--- src/rtl/mips_core_pkg.sv ---
// Shared core types: ALU control encoding and the reservation-station entry record.
package mips_core_pkg;

  localparam int PKG_DATA_WIDTH = 32;
  localparam int PKG_TAG_WIDTH  = 4;

  typedef enum logic [3:0] {
    ALU_AND = 4'd0,
    ALU_OR  = 4'd1,
    ALU_ADD = 4'd2,
    ALU_SUB = 4'd6,
    ALU_SLT = 4'd7,
    ALU_NOR = 4'd12
  } alu_ctl_t;

  typedef struct packed {
    logic                      valid;
    alu_ctl_t                  alu_ctl;
    logic [PKG_TAG_WIDTH-1:0]  tag;
    logic                      op1_rdy;
    logic [PKG_TAG_WIDTH-1:0]  op1_src;
    logic [PKG_DATA_WIDTH-1:0] op1_val;
    logic                      op2_rdy;
    logic [PKG_TAG_WIDTH-1:0]  op2_src;
    logic [PKG_DATA_WIDTH-1:0] op2_val;
  } rs_entry_t;

endpackage

--- src/rtl/rs_oldest_select.sv ---
// Age matrix over reservation-station slots; grants the oldest ready slot (one-hot).
module rs_oldest_select #(
  parameter int ENTRIES = 4
) (
  input  logic               clk,
  input  logic               rst_n,
  input  logic [ENTRIES-1:0] valid,
  input  logic [ENTRIES-1:0] ready,
  input  logic [ENTRIES-1:0] alloc,
  input  logic [ENTRIES-1:0] free,
  output logic [ENTRIES-1:0] grant
);

  // older_reg[i][j] set means slot j was allocated before slot i
  logic [ENTRIES-1:0] older_reg [ENTRIES];

  for (genvar gi = 0; gi < ENTRIES; gi++) begin : g_grant
    assign grant[gi] = ready[gi] & ~(|(older_reg[gi] & ready));
  end

  // A new slot is younger than all survivors; its column is cleared in every other row
  always_ff @(posedge clk or negedge rst_n) begin
    if (!rst_n) begin
      for (int i = 0; i < ENTRIES; i++) older_reg[i] <= '0;
    end else begin
      for (int i = 0; i < ENTRIES; i++) begin
        if (alloc[i]) older_reg[i] <= valid & ~free;
        else          older_reg[i] <= older_reg[i] & ~alloc;
      end
    end
  end

endmodule

--- src/rtl/alu_issue_scheduler.sv ---
// Reservation station for the shared integer ALU: captures operands, wakes on CDB, issues oldest ready.
module alu_issue_scheduler
  import mips_core_pkg::*;
#(
  parameter int ENTRIES    = 4,
  parameter int DATA_WIDTH = PKG_DATA_WIDTH,
  parameter int TAG_WIDTH  = PKG_TAG_WIDTH
) (
  input  logic                         clk,
  input  logic                         rst_n,
  input  logic                         disp_valid,
  output logic                         disp_ready,
  input  alu_ctl_t                     disp_alu_ctl,
  input  logic [TAG_WIDTH-1:0]         disp_tag,
  input  logic                         disp_op1_rdy,
  input  logic                         disp_op2_rdy,
  input  logic [TAG_WIDTH-1:0]         disp_op1_src,
  input  logic [TAG_WIDTH-1:0]         disp_op2_src,
  input  logic [DATA_WIDTH-1:0]        disp_op1_val,
  input  logic [DATA_WIDTH-1:0]        disp_op2_val,
  input  logic                         cdb_valid,
  input  logic [TAG_WIDTH-1:0]         cdb_tag,
  input  logic [DATA_WIDTH-1:0]        cdb_result,
  input  logic                         flush,
  output logic                         iss_valid,
  output alu_ctl_t                     iss_alu_ctl,
  output logic [DATA_WIDTH-1:0]        iss_op1,
  output logic [DATA_WIDTH-1:0]        iss_op2,
  output logic [TAG_WIDTH-1:0]         iss_tag,
  output logic [$clog2(ENTRIES+1)-1:0] occupancy
);

  localparam int OCC_W = $clog2(ENTRIES+1);
  localparam logic [ENTRIES-1:0] ONE = 1;

  rs_entry_t          entry_reg [ENTRIES];
  rs_entry_t          new_entry;
  logic [ENTRIES-1:0] valid_vec, ready_vec, alloc_vec, grant_vec, issue_vec;
  logic               disp_fire;

  for (genvar gi = 0; gi < ENTRIES; gi++) begin : g_status
    assign valid_vec[gi] = entry_reg[gi].valid;
    assign ready_vec[gi] = entry_reg[gi].valid & entry_reg[gi].op1_rdy & entry_reg[gi].op2_rdy;
  end

  always_comb begin
    alloc_vec = '0;
    for (int i = ENTRIES-1; i >= 0; i--) begin
      if (!valid_vec[i]) alloc_vec = ONE << i;
    end
  end

  assign disp_ready = ~(&valid_vec);
  assign disp_fire  = disp_valid & disp_ready & ~flush;
  assign issue_vec  = flush ? '0 : grant_vec;
  assign iss_valid  = |issue_vec;

  rs_oldest_select #(.ENTRIES(ENTRIES)) u_select (
    .clk   (clk),
    .rst_n (rst_n),
    .valid (valid_vec),
    .ready (ready_vec),
    .alloc (disp_fire ? alloc_vec : '0),
    .free  (issue_vec),
    .grant (grant_vec)
  );

  // A producer broadcasting in the dispatch cycle is folded in directly
  always_comb begin
    new_entry         = '0;
    new_entry.valid   = 1'b1;
    new_entry.alu_ctl = disp_alu_ctl;
    new_entry.tag     = disp_tag;
    new_entry.op1_src = disp_op1_src;
    new_entry.op2_src = disp_op2_src;
    new_entry.op1_rdy = disp_op1_rdy | (cdb_valid && cdb_tag == disp_op1_src);
    new_entry.op2_rdy = disp_op2_rdy | (cdb_valid && cdb_tag == disp_op2_src);
    new_entry.op1_val = disp_op1_rdy ? disp_op1_val : cdb_result;
    new_entry.op2_val = disp_op2_rdy ? disp_op2_val : cdb_result;
  end

  always_ff @(posedge clk or negedge rst_n) begin
    if (!rst_n) begin
      for (int i = 0; i < ENTRIES; i++) entry_reg[i] <= '0;
    end else begin
      for (int i = 0; i < ENTRIES; i++) begin
        if (flush) begin
          entry_reg[i].valid <= 1'b0;
        end else if (disp_fire && alloc_vec[i]) begin
          entry_reg[i] <= new_entry;
        end else begin
          if (issue_vec[i]) entry_reg[i].valid <= 1'b0;
          if (entry_reg[i].valid && !entry_reg[i].op1_rdy && cdb_valid &&
              cdb_tag == entry_reg[i].op1_src) begin
            entry_reg[i].op1_rdy <= 1'b1;
            entry_reg[i].op1_val <= cdb_result;
          end
          if (entry_reg[i].valid && !entry_reg[i].op2_rdy && cdb_valid &&
              cdb_tag == entry_reg[i].op2_src) begin
            entry_reg[i].op2_rdy <= 1'b1;
            entry_reg[i].op2_val <= cdb_result;
          end
        end
      end
    end
  end

  always_comb begin
    iss_alu_ctl = alu_ctl_t'(4'd0);
    iss_tag     = '0;
    iss_op1     = '0;
    iss_op2     = '0;
    for (int i = 0; i < ENTRIES; i++) begin
      if (issue_vec[i]) begin
        iss_alu_ctl = entry_reg[i].alu_ctl;
        iss_tag     = entry_reg[i].tag;
        iss_op1     = entry_reg[i].op1_val;
        iss_op2     = entry_reg[i].op2_val;
      end
    end
  end

  always_comb begin
    occupancy = '0;
    for (int i = 0; i < ENTRIES; i++) begin
      if (valid_vec[i]) occupancy = occupancy + OCC_W'(1);
    end
  end

endmodule
--- config.mk ---
export PLATFORM = sky130hd
export DESIGN_NAME = alu_issue_scheduler
export DESIGN_NICKNAME = d
export VERILOG_FILES = /design/src/rtl/mips_core_pkg.sv /design/src/rtl/rs_oldest_select.sv /design/src/rtl/alu_issue_scheduler.sv
export SDC_FILE = /design/constraint.sdc
export NUM_CORES = 1
export LEC_CHECK = 0
export ABC_AREA = 1
export BUFFER_PORTS_ARGS = -buffer_cell sky130_fd_sc_hd__buf_2
export CAP_MARGIN = 25
export CORE_MARGIN = 5
export CORE_UTILIZATION = 45
export CTS_BUF_LIST = sky130_fd_sc_hd__clkbuf_8 sky130_fd_sc_hd__clkbuf_16
export DETAILED_ROUTE_END_ITERATION = 10
export PLACE_DENSITY = 0.64
export SYNTH_ARGS = -nofsm -noshare
export SYNTH_HDL_FRONTEND = slang
export SYNTH_HIERARCHICAL = 1
export SYNTH_SLANG_ARGS = --single-unit
--- constraint.sdc ---
create_clock -name clk -period 3 [get_ports clk]
set_input_delay 0.3 -clock clk [delete_from_list [all_inputs] [get_ports clk]]
set_output_delay 0.3 -clock clk [all_outputs]
set_load 0.005 [all_outputs]
==> results of run 1 <==
[worst max-delay path, delay by kind of cell (launching register included)]
kind            cells  cell delay, ps
compound gates      1             260
simple gates        5             800
flops               1             350
buf+inv             6             730
[area by class of cell]
type | count | area (um2)
fill | 4068 | 19200
multi-input combinational | 2074 | 10100
sequential | 348 | 8710
timing repair buffer | 301 | 2510
clock buffer | 53 | 1190
tap | 585 | 732
inverter | 129 | 494
clock inverter | 19 | 116
antenna | 1 | 2.50
[final timing paths]
check / startpoint / end / slack (ps) / depth (start not counted)
worst max-delay path: entry_reg[36] / iss_op1[1] / -10 / 12
worst min-delay path: disp_tag[1] / entry_reg[241] / 40 / 3
worst max register to register: entry_reg[248] / entry_reg[192] / 620 / 11
worst min register to register: entry_reg[76] / entry_reg[76] / 480 / 2
max in group asynchronous: rst_n / entry_reg[15] / 1810 / 3
min in group asynchronous: rst_n / entry_reg[284] / 290 / 2
[layer usage]
| layer | global-route usage, % | up-vias |
|---|---|---|
| met1 | 38.6 | 9783 |
| li1 | - | 9330 |
| met3 | 5.10 | 160 |
| met5 | 0 | - |
| met4 | 8.50 | 2 |
| met2 | 48.1 | 991 |
[timing repair]
item,4_1_cts,5_1_grt
buffers inserted,9,13
pin swaps,7,19
gates resized for setup,33,107
gates cloned,3,15
hold buffers,1,0
setup endpoints to repair,72,72
hold endpoints to repair,54,0
[metrics by stage]
stage	instance area (um2)	hold WS, ps	power (mW)	setup TNS (ps)	instances
3_3_place_gp	21100	298	8.70	0	3398
4_1_cts	22800	29.0	13.8	0	3483
3_5_place_dp	21100	298	8.81	0	3398
5_1_grt	23900	43.8	14.5	-2530	3510
6_report	23900	42.6	13.8	-17.4	3510
2_1_floorplan	19600	4.41	7.88	0	2748
[kinds of logic after synthesis]
group	share of synthesized area (%)
xor gates and xnor gates	0.223
DFF	44.4
and+or+nand+nor	33.2
buffers and inverters	7.70
AOI/OAI and AO/OA	14.2
adders and majority gates	0.255
[report_power, final]
group / internal (mW) / switching, mW
Clock: 2.86 / 2.05
Combinational: 1.09 / 1.56
Sequential: 5.71 / 0.561
Total: 9.67 / 4.17
[cells in the mapped netlist]
cell type | instances | area share (%)
nand3b_1 | 72 | 2.8
buf_2 | 80 | 2.0
nor2_4 | 1 | 0.057
nand2_1 | 1087 | 21
nand3_1 | 293 | 7.5
ha_1 | 4 | 0.26
inv_1 | 117 | 2.2
o21ai_0 | 382 | 9.7
inv_2 | 9 | 0.17
clkinv_1 | 2 | 0.038
nor2_2 | 7 | 0.22
inv_4 | 1 | 0.032
nand2_4 | 3 | 0.17
buf_6 | 17 | 0.98
nand4_2 | 1 | 0.064
nor3_1 | 5 | 0.13
o21ai_1 | 79 | 2.0
nor2_1 | 40 | 0.77
dfrtp_1 | 348 | 44
xor2_1 | 5 | 0.22
clkbuf_1 | 85 | 1.6
buf_4 | 15 | 0.57
a31oi_1 | 72 | 2.3
nand3_2 | 9 | 0.46
a21oi_1 | 3 | 0.077
nand2_2 | 9 | 0.29
o31ai_1 | 2 | 0.077
==> run_results.csv, run 1 <==
group,metric,value,unit
setup_path,critPathKind,"flop to output pin",
clock_tree,clk_pin_slew,60,ps
floorplan,die_x,219,um
layout,layout_common_cells,"1086 x nand2_1, 379 x o21ai_0, 348 x dfrtp_1",
sta,fin_crit,3010,ps
sta,max_clock_freq,332,MHz
yosys,ys_seq_area_share,44.4,%
global_routing,grt_pass1_wl,109000,um
drt,drtIter0Drc,2205,
placement,gp_congestion,0.884,
floorplan,rows,76,
status,status,"finished, violations left",
global_routing,grt_overflow,0,
floorplan,start_util,45.5,%
sta,tightest_slew,922,ps
run,maxCapViolCount,0,
clock_tree,cts_root_buffer,"clkbuf_16",
pwr,p_leak,12.1,nW
drt,wl_per_cell,20.7,um
pwr,power_density,580,nW/um2
floorplan,core,43100,um2
drt,ant_nets,0,
global_routing,grt_max_degree,91,
worst_hold_path,hold_class,"input port to flop",
setup_path,cp.arrival,2710,ps
drt,dr.pass1.iters,6,
clock_tree,insertion_delay,570,ps
global_routing,grt_usage,28.8,%
clock_tree,cts-buffers-inserted,41,
sta,drv_slew,0,
global_routing,antenna_found_initial,2,
placement,port_buffers,199,
yosys,yosysWarnings,6,
yosys,syn-num-nets,2875,
sta,finalCritPeriodShare,100,%
sta,setup_violations,2,
yosys,syn_avg_cell_area,7.14,um2
yosys,ys_types,27,
status,violations,"setup timing",
drt,wl_met1,29500,um
setup_path,start_kind,"flop",
sta,setup_ws,-14.7,ps
yosys,syn-cell-area,19600,um2
layout,largest_reg_flops,332,
layout,drive_above_1_share,16.8,%
sta,relSlewSlack,38.5,%
placement,hpwl,43200,um
drt,met2_length,34800,um
yosys,synth_seq_cells,348,
drt,wl_met3,6090,um
setup_path,endpoint_kind,"output pin",
clock_tree,h-tree-depth,2,
clock_tree,cts_tree,"done",
placement,dp_slack,207,ps
setup_path,cp_max_fo,6,
sta,fin_skew,17.6,ps
drt,top_layer,"met5",
setup_path,required,2700,ps
pwr,ir_drop,0.337,mV
setup_path,cp_slowest_stage_delay,350,ps
setup_path,crit_chain,"inv_2, nor3_4, nand3_2, nor2_2, inv_2, nor2_4, buf_6, nor2_4, buf_12, clkbuf_16, a31oi_4, buf_2",
layout,synthToLayoutAreaGrowth,21.6,%
drt,remaining_drc_errors,0,
global_routing,grt_pass1_vias,19100,
layout,final_common_cell,"nand2_1",
clock_tree,cts_sinks,348,
layout,nets,3022,
floorplan,io_pins,200,
floorplan,die_h,219,um
sta,hold_viol_final,0,
drt,viasPerCell,5.77,
drt,wl,72700,um
floorplan,dieArea,47900,um2
drt,vias,20300,
sta,rsz0062_at_grt,"yes",
yosys,synth_cells,2748,
clock_tree,clockBufferDepth,3,
layout,final_util,55.4,%
setup_path,cp_slowest_cell,"dfrtp_1",
No activity file was read; power rests on OpenSTA's default activity.
==> run 2, diff against run 1 <==
Settings changed: PLACE_DENSITY 0.64 to unset, PLACE_DENSITY_LB_ADDON set to 0.2.
Clock period 3 ns to 3.22 ns, I/O delays scaled along.
==> run 2 against run 1 <==
  * The run now ends clean
  * Worst hold slack improved by 22 ps
  * Global-route usage fell by 0.37 points
  * Routed wire length fell by 4.8%
  * Critical path depth did not move
  * Register-to-register slack improved by 170 ps
  * Non-clock buffer count fell by 34
  * First-iteration DRC count fell by 14%
  * Final cell count fell by 0.97%
  * Clock power fell by 6.9%
  * Total power fell by 7.6%
  * Highest routed layer unchanged
==> run_results.csv, run 2 (synthesis results as in run 1) <==
group,metric,value,unit
status,status,"finished clean",
clock_tree,cts_sinks,348,
global_routing,antenna_found_initial,2,
sta,max_clock_freq,319,MHz
drt,ant_nets,0,
clock_tree,cts_tree,"done",
setup_path,critPathKind,"flop to output pin",
clock_tree,cts_root_buffer,"clkbuf_16",
setup_path,cp_slowest_cell,"dfrtp_2",
sta,setup_ws,84.6,ps
floorplan,io_pins,200,
setup_path,start_kind,"flop",
drt,wl,69200,um
placement,port_buffers,199,
clock_tree,insertion_delay,570,ps
setup_path,cp_slowest_stage_delay,430,ps
layout,regArea,8710,um2
sta,tightest_slew,982,ps
layout,layout_common_cells,"1087 x nand2_1, 382 x o21ai_0, 346 x dfrtp_1",
sta,fin_skew,15.6,ps
clock_tree,h-tree-depth,2,
floorplan,die_h,219,um
placement,hpwl,43700,um
global_routing,grt_usage,28.4,%
floorplan,rows,76,
layout,final_common_cell,"nand2_1",
setup_path,crit_end,"iss_op1[1]",
worst_hold_path,hold_class,"input port to flop",
setup_path,cp.arrival,2810,ps
run,maxCapViolCount,0,
clock_tree,clk_pin_slew,60,ps
clock_tree,clockBufferDepth,3,
layout,largest_reg_flops,332,
placement,gp_congestion,0.888,
drt,viasPerCell,5.72,
setup_path,crit_chain,"inv_2, nor3_4, nand3_1, nor2_1, inv_1, nor2_4, inv_4, buf_12, nand3b_1, o21ai_1, a31oi_2, buf_2",
clock_tree,cts-buffers-inserted,41,
setup_path,reg2reg_to,"entry_reg[176]",
floorplan,core,43100,um2
setup_path,reg2reg_from,"entry_reg[331]",
layout,nets,2988,
layout,nFillCells,4181,
setup_path,required,2900,ps
floorplan,start_util,45.5,%
global_routing,grt_pass1_wl,107000,um
sta,drv_slew,0,
floorplan,dieArea,47900,um2
pwr,p_leak,11.7,nW
drt,drtIter0Drc,1896,
setup_path,reg2reg_slack,790,ps
global_routing,grt_max_degree,103,
layout,final_cells,3476,
pwr,ir_drop,0.353,mV
layout,drive_above_1_share,13.7,%
global_routing,grt_overflow,0,
drt,vias,19900,
sta,hold_viol_final,0,
sta,fin_setup_tns,0,ps
sta,fin_crit,3140,ps
setup_path,critical_path_depth,12,
layout,synthToLayoutAreaGrowth,15.7,%
setup_path,critPathTopFamily,"simple AND/OR/NAND/NOR gates",
floorplan,die_x,219,um
layout,diodes,0,
pwr,power_density,563,nW/um2
layout,multi_input_area,9610,um2
drt,dr.pass1.iters,6,
setup_path,endpoint_kind,"output pin",
drt,wl_per_cell,19.9,um
global_routing,grt_pass1_vias,19200,
setup_path,reg2reg_depth,10,
sta,setup_violations,0,
drt,remaining_drc_errors,0,
setup_path,crit_buf_inv,5,
setup_path,startpoint,"entry_reg[82]",
sta,finalCritPeriodShare,97.4,%
placement,dp.cells,3394,
setup_path,cp_max_fo,32,
placement,dp_slack,158,ps
sta,relSlewSlack,34.5,%
==> run 2: report_power, final <==
| part | switching [mW] | total, mW | internal (mW) | leakage, nW |
|---|---|---|---|---|
| Combinational | 1.41 | 2.36 | 0.950 | 6.52 |
| Sequential | 0.531 | 5.85 | 5.32 | 4.51 |
| Clock | 1.91 | 4.57 | 2.66 | 0.700 |
==> run 2: worst reg2reg max path, delay by kind of cell (launching register included) <==
kind / cells / cell delay (ps)
fa+ha+maj: 1 / 210
buf+inv: 3 / 560
flops: 1 / 430
simple gates: 6 / 1180
==> run 2: what timing repair did <==
item	4_1_cts	5_1_grt
resized for setup	17	14
gates cloned	2	0
hold buffers	1	0
buffers inserted	4	2
endpoints found under the hold margin	67	0
pin swaps	2	4
endpoints found under the setup margin	73	71
==> run 2: cell type report <==
type | count | share of cell area, %
Multi-Input combinational cell | 2074 | 42.3
Sequential cell | 348 | 38.4
Timing Repair Buffer | 267 | 8.12
Clock buffer | 54 | 5.41
Tap cell | 585 | 3.22
Inverter | 129 | 2.16
Clock inverter | 19 | 0.391
==> run 2: how the worst min path moves through the flow <==
stage           startpoint              to  slack, ps  depth (start not counted)
6_report       disp_tag[3]  entry_reg[243]         60                          3
2_1_floorplan        rst_n    entry_reg[0]         30                          0
3_5_place_dp         rst_n  entry_reg[118]        370                          1
3_3_place_gp         rst_n  entry_reg[201]        370                          1
4_1_cts        disp_tag[3]  entry_reg[243]         50                          3
5_1_grt        disp_tag[0]  entry_reg[157]         80                          3
==> run 2: layer usage <==
layer	GRT usage [%]	vias up	share of wire, %
li1	-	9256	-
met1	37.7	9604	41
met2	46.7	866	47
met3	5.46	167	8.4
met4	10.1	4	3.6
met5	0	-	0.049
==> run 2: through the flow <==
| step | hold WS, ps | power, mW | utilization [%] | cell area (um2) |
|---|---|---|---|---|
| after floorplan | 26.4 | 7.34 | - | 19600 |
| after global placement | 369 | 8.11 | 48.9 | 21100 |
| after detailed placement | 371 | 8.20 | 48.9 | 21100 |
| after CTS | 48.4 | 12.8 | 52.5 | 22600 |
| after global routing | 81.0 | 13.5 | 52.7 | 22700 |
| final | 64.4 | 12.8 | 52.7 | 22700 |
